$ cat src/rtl/seq_det_pkg.sv
// Shared defaults and helpers for the programmable serial pattern detector.
package seq_det_pkg;

    localparam int PAT_W_DEF = 4;
    localparam int CNT_W_DEF = 8;

    function automatic int fill_w(input int pat_w);
        return $clog2(pat_w + 1);
    endfunction

endpackage

$ cat src/rtl/seq_detector_prog_if.sv
// Stream, control and result bundle between the serial front end and the detector.
interface seq_detector_prog_if
    import seq_det_pkg::*;
#(
    parameter int PAT_W = PAT_W_DEF,
    parameter int CNT_W = CNT_W_DEF
) ();

    logic             x_valid;
    logic             x;
    logic             pat_load;
    logic [PAT_W-1:0] pat_in;
    logic             overlap_en;
    logic             clear_cnt;
    logic             match;
    logic [CNT_W-1:0] match_cnt;

    modport master (
        output x_valid, x, pat_load, pat_in, overlap_en, clear_cnt,
        input  match, match_cnt
    );

    modport slave (
        input  x_valid, x, pat_load, pat_in, overlap_en, clear_cnt,
        output match, match_cnt
    );

endinterface

$ cat src/rtl/sat_counter.sv
// Saturating up-counter; clear takes effect first, then a same-cycle increment.
module sat_counter #(
    parameter int W = 8
) (
    input  logic         clk,
    input  logic         reset,
    input  logic         inc,
    input  logic         clr,
    output logic [W-1:0] q
);

    always_ff @(posedge clk) begin
        if (reset) begin
            q <= '0;
        end else if (clr) begin
            q <= inc ? W'(1) : '0;
        end else if (inc && !(&q)) begin
            q <= q + W'(1);
        end
    end

endmodule

$ cat src/rtl/seq_detector_prog.sv
// Programmable serial pattern detector with overlap control and match counter.
module seq_detector_prog
    import seq_det_pkg::*;
#(
    parameter int               PAT_W       = PAT_W_DEF,
    parameter int               CNT_W       = CNT_W_DEF,
    parameter logic [PAT_W-1:0] DEFAULT_PAT = {PAT_W{1'b1}}
) (
    input logic               clk,
    input logic               reset,
    seq_detector_prog_if.slave bus
);

    localparam int             FW        = fill_w(PAT_W);
    localparam logic [FW-1:0] FILL_FULL = FW'(PAT_W);
    localparam logic [FW-1:0] FILL_ARM  = FW'(PAT_W - 1);

    logic [PAT_W-1:0] shift_q;
    logic [PAT_W-1:0] pattern_q;
    logic [PAT_W-1:0] window;
    logic [FW-1:0]    fill_q;
    logic [FW-1:0]    fill_d;
    logic             hit;
    logic             match_q;

    assign window = {shift_q[PAT_W-2:0], bus.x};

    assign hit = bus.x_valid && (fill_q >= FILL_ARM) &&
                 (window == pattern_q) && !bus.pat_load;

    // Non-overlapping mode restarts the fill so no suffix bit is reused.
    always_comb begin
        fill_d = fill_q;
        if (hit && !bus.overlap_en) begin
            fill_d = '0;
        end else if (fill_q != FILL_FULL) begin
            fill_d = fill_q + FW'(1);
        end
    end

    always_ff @(posedge clk) begin
        if (reset) begin
            shift_q   <= '0;
            fill_q    <= '0;
            pattern_q <= DEFAULT_PAT;
            match_q   <= 1'b0;
        end else if (bus.pat_load) begin
            pattern_q <= bus.pat_in;
            fill_q    <= '0;
            match_q   <= 1'b0;
        end else begin
            match_q <= hit;
            if (bus.x_valid) begin
                shift_q <= window;
                fill_q  <= fill_d;
            end
        end
    end

    sat_counter #(
        .W (CNT_W)
    ) u_cnt (
        .clk   (clk),
        .reset (reset),
        .inc   (hit),
        .clr   (bus.clear_cnt),
        .q     (bus.match_cnt)
    );

    assign bus.match = match_q;

endmodule

$ cat src/flat_wrapper.sv
// flat-port wrapper written by rule: the top's interface ports become plain ports
module seq_detector_prog_flat import seq_det_pkg::*;
#(
    parameter int               PAT_W       = PAT_W_DEF,
    parameter int               CNT_W       = CNT_W_DEF,
    parameter logic [PAT_W-1:0] DEFAULT_PAT = {PAT_W{1'b1}}
)
  (clk, reset, bus_x_valid, bus_x, bus_pat_load, bus_pat_in, bus_overlap_en, bus_clear_cnt, bus_match, bus_match_cnt);
  seq_detector_prog_if #(.PAT_W(PAT_W), .CNT_W(CNT_W)) bus_i ();
  input logic clk;
  input logic reset;
  input wire logic [$bits(bus_i.x_valid)-1:0] bus_x_valid;
  input wire logic [$bits(bus_i.x)-1:0] bus_x;
  input wire logic [$bits(bus_i.pat_load)-1:0] bus_pat_load;
  input wire logic [$bits(bus_i.pat_in)-1:0] bus_pat_in;
  input wire logic [$bits(bus_i.overlap_en)-1:0] bus_overlap_en;
  input wire logic [$bits(bus_i.clear_cnt)-1:0] bus_clear_cnt;
  output wire logic [$bits(bus_i.match)-1:0] bus_match;
  output wire logic [$bits(bus_i.match_cnt)-1:0] bus_match_cnt;
  assign bus_i.x_valid = bus_x_valid;
  assign bus_i.x = bus_x;
  assign bus_i.pat_load = bus_pat_load;
  assign bus_i.pat_in = bus_pat_in;
  assign bus_i.overlap_en = bus_overlap_en;
  assign bus_i.clear_cnt = bus_clear_cnt;
  assign bus_match = bus_i.match;
  assign bus_match_cnt = bus_i.match_cnt;
  seq_detector_prog #(.PAT_W(PAT_W), .CNT_W(CNT_W), .DEFAULT_PAT(DEFAULT_PAT)) u_core (.clk(clk), .reset(reset), .bus(bus_i));
endmodule
$ cat config.mk
export PLATFORM = sky130hd
export DESIGN_NAME = seq_detector_prog_flat
export DESIGN_NICKNAME = d
export VERILOG_FILES = /design/src/rtl/seq_det_pkg.sv /design/src/rtl/seq_detector_prog_if.sv /design/src/rtl/sat_counter.sv /design/src/rtl/seq_detector_prog.sv /design/src/flat_wrapper.sv
export SDC_FILE = /design/constraint.sdc
export NUM_CORES = 1
export LEC_CHECK = 0
export ABC_AREA = 1
export BUFFER_PORTS_ARGS = -buffer_cell sky130_fd_sc_hd__buf_2
export CAP_MARGIN = 40
export CORE_UTILIZATION = 39
export DETAILED_ROUTE_END_ITERATION = 8
export GPL_ROUTABILITY_DRIVEN = 0
export PLACE_DENSITY_LB_ADDON = 0.12
export SLEW_MARGIN = 20
export SYNTH_ARGS = -nofsm -noshare
export SYNTH_HDL_FRONTEND = slang
export SYNTH_SLANG_ARGS = --single-unit
$ cat constraint.sdc
create_clock -name clk -period 3.18 [get_ports clk]
set_input_delay 0.477 -clock clk [delete_from_list [all_inputs] [get_ports clk]]
set_output_delay 0.477 -clock clk [all_outputs]
set_load 0.05 [all_outputs]
==> flow_summary.rst <==
.. list-table::
   :header-rows: 1

   * - Metric
     - Value
   * - Result of the run
     - finished clean
   * - Clock latency at the later pin of the worst-skew pair
     - 0.30 ns
   * - Clock tree from TritonCTS
     - yes
   * - Gr ovfl total
     - 0
   * - Net total in the final layout
     - 184
   * - Maximum buffer depth of the clock tree
     - 2
   * - Total standard cell area after synthesis
     - 0.00107 mm^2
   * - Total number of vias
     - 951
   * - Share of the cycle needed by the critical path after routing
     - 0.506
   * - Max Transition Viols Final
     - 0
   * - Average cell area after synthesis
     - 7.27 um^2
   * - Post-CTS repair timing setup buffer count
     - 0
   * - Logic depth of the worst register-to-register path
     - 10
   * - DIE WIDTH
     - 54.3 um
   * - Hold buffers post-CTS
     - 0
   * - Clock root buffer
     - clkbuf_4
   * - Diode count
     - 0
   * - Critical R2R Launch
     - u_core.fill_q[0]
   * - Critical hold path startpoint
     - bus_pat_in[3]
   * - Worst Path Class, Setup
     - reg -> reg
   * - CP Capture Type
     - flip-flop
   * - Inserted Clock Buffers
     - 3
   * - Highest achievable clock rate
     - 621 MHz
   * - Crit start category
     - flip-flop
   * - CORE AREA
     - 0.00252 mm^2
   * - IO Count
     - 20
   * - Worst Clk Skew
     - 0.00263 ns
   * - Number of optimization iterations in the first detailed-route pass
     - 4
   * - Wire length on met1
     - 995 um
   * - Port-buffer cells
     - 19
   * - Setup TNS
     - 0 ns
   * - Setup slack of the most critical reg-to-reg path
     - 1.57 ns
   * - Drt first-iter violations
     - 13
   * - Worst hold slack across all endpoints
     - 0.380 ns
   * - Post-synthesis register bit count
     - 19
   * - Yosys warning total
     - 0
   * - Dpl ws
     - 1.55 ns
   * - Critical path startpoint
     - u_core.fill_q[0]
   * - Cell count after synthesis
     - 147
   * - Maximum fanout along the worst path
     - 9
   * - RSZ-0062 raised after global routing
     - false
   * - R2r endpoint
     - u_core.u_cnt.q[2]
   * - Clock transition at the registers of the reported paths
     - 0.10 ns
   * - Vias in the first global route
     - 832
   * - Layout overhead on the synthesized area
     - 14.1%
   * - Power density cells
     - 350 mW/mm^2
   * - Total nets after synthesis
     - 162
   * - Tightest Pin Transition
     - 0.242 ns
   * - Ordered list of cells on the worst path
     - ha_1, ha_1, nor2_1, o21ai_0, nand2_1, inv_1, nand3_4, nand2_4, a21oi_1, nor2_1
   * - Initial standard-cell utilization of the core
     - 0.424
   * - Wire per inst
     - 10.2 um
   * - Die Y-Extent
     - 54.3 um
   * - Routed wire length
     - 2010 um
   * - Portion of the post-synthesis area used by sequential elements
     - 0.356
   * - Number of cells on the worst hold path
     - 3
   * - Maximum vdd ir drop
     - 0.000232 V
   * - Wire length of the first global-routing pass
     - 3500 um
   * - Slew headroom
     - 0.839
   * - Uppermost layer routed
     - met4
   * - Die area
     - 0.00295 mm^2
   * - Maximum number of pins on one net before global-route repair
     - 11
   * - Fraction of final layout cells sized beyond drive strength 1
     - 0.196
   * - Maximum level of the CTS H-tree
     - 1
   * - Tmin final
     - 1.61 ns
   * - Destination of the worst hold path
     - u_core.pattern_q[3]
   * - Final setup violation count
     - 0
   * - Antenna violations before repair
     - 0
   * - CP max-delay cell
     - dfxtp_1
   * - Vias per cell
     - 4.80
   * - PnR worst setup slack
     - 1.57 ns
   * - Leakage power of the design
     - 0.622 nW
   * - HP Class
     - in -> reg
   * - Post-route ant nets
     - 0
   * - Met3 routed WL
     - 82 um
   * - HPWL after detailed placement
     - 1620 um
   * - Detailed route wirelength on metal2
     - 912 um
   * - Longest individual stage delay on the worst path
     - 0.35 ns
   * - Arrival time worst endpoint
     - 1.81 ns
   * - CTS-repair resized insts
     - 0
   * - Number of rows in the core area
     - 18
   * - All-Layer GR Usage
     - 0.170
   * - Max cap viols
     - 0
   * - Worst EP required
     - 3.39 ns
   * - Final Hold Fails
     - 0
   * - Number of unique standard cell types used by synthesis
     - 23
   * - Drt drc
     - 0
   * - TritonCTS sink count
     - 19
power breakdown:
| part | internal, W | leakage [nW] | switching, W |
|---|---|---|---|
| sequential | 0.000246 | 0.155 | 0.00000496 |
| clock | 0.0000489 | 0.0150 | 0.0000747 |
| combinational | 0.0000196 | 0.452 | 0.0000331 |
final cells by class:
class | instances | area (um^2)
Fill cell | 259 | 1300
Multi-Input combinational cell | 103 | 593
Sequential cell | 19 | 380
Timing Repair Buffer | 19 | 95.1
Inverter | 23 | 86.3
Tap cell | 30 | 37.5
Clock buffer | 4 | 26.3
per-layer routing:
layer | vias to the layer above | global-route usage
met5 | - | 0
met4 | 0 | 0.0641
met3 | 2 | 0.0583
met2 | 16 | 0.256
met1 | 428 | 0.222
li1 | 505 | -
Yosys cell counts, drive strengths merged:
cell type  instances  area share
nand4              1      0.0059
nor2              21        0.11
and3               1      0.0059
nand3             15        0.11
dfxtp             19        0.36
buf                1      0.0047
xnor2              3       0.025
ha                 4       0.047
xor2               3       0.025
clkbuf             1      0.0035
inv               23       0.081
o21ai              8       0.037
nand2             34        0.13
a21oi             13       0.064
worst max-delay path: cells and delay by family (launching register included):
| kind | cells | cell delay (ns) |
|---|---|---|
| and+or+nand+nor | 5 | 0.45 |
| adders and majority gates | 2 | 0.37 |
| DFF | 1 | 0.35 |
| AOI/OAI and AO/OA | 2 | 0.24 |
| buffers and inverters | 1 | 0.10 |
stage by stage:
step                total power, W  cell area (um^2)  std cells  utilization
floorplan                 0.000295              1070        147            -
global placement          0.000308              1190        194        0.473
detailed placement        0.000309              1190        194        0.473
CTS                       0.000433              1220        198        0.483
global route              0.000454              1220        198        0.483
finish                    0.000427              1220        198        0.483
logic make-up after synthesis:
| logic type | share of synthesized area |
|---|---|
| adder cells (fa/ha/maj) | 0.0468 |
| AND/OR/NAND/NOR | 0.357 |
| flip-flops | 0.356 |
| XOR/XNOR | 0.0492 |
| buffers and inverters | 0.0890 |
| AO/OA/AOI/OAI | 0.102 |
sequential cells by signal, indices dropped and copies added (netlist names):
register / cells
u_core.u_cnt.q: 8
u_core.pattern_q: 4
u_core.fill_q: 3
u_core.shift_q: 3
u_core.bus.match: 1
layout by cell type (no fill, tap or decap), drive strengths merged:
master	n
dfxtp	19
nand2	34
ha	4
nand4	1
nand3	15
xnor2	3
buf	19
and3	1
clkbuf	4
xor2	3
nor2	21
o21ai	8
a21oi	13
inv	23
worst max-delay path by stage:
| stage | endpoint | slack [ns] |
|---|---|---|
| 2_1_floorplan | u_core.u_cnt.q[2] | 1.42 |
| 3_3_place_gp | u_core.fill_q[2] | 1.58 |
| 3_5_place_dp | u_core.fill_q[2] | 1.55 |
| 4_1_cts | u_core.u_cnt.q[2] | 1.55 |
| 5_1_grt | u_core.u_cnt.q[2] | 1.34 |
| 6_report | u_core.u_cnt.q[2] | 1.57 |
No activity file was read; power rests on OpenSTA's default activity.
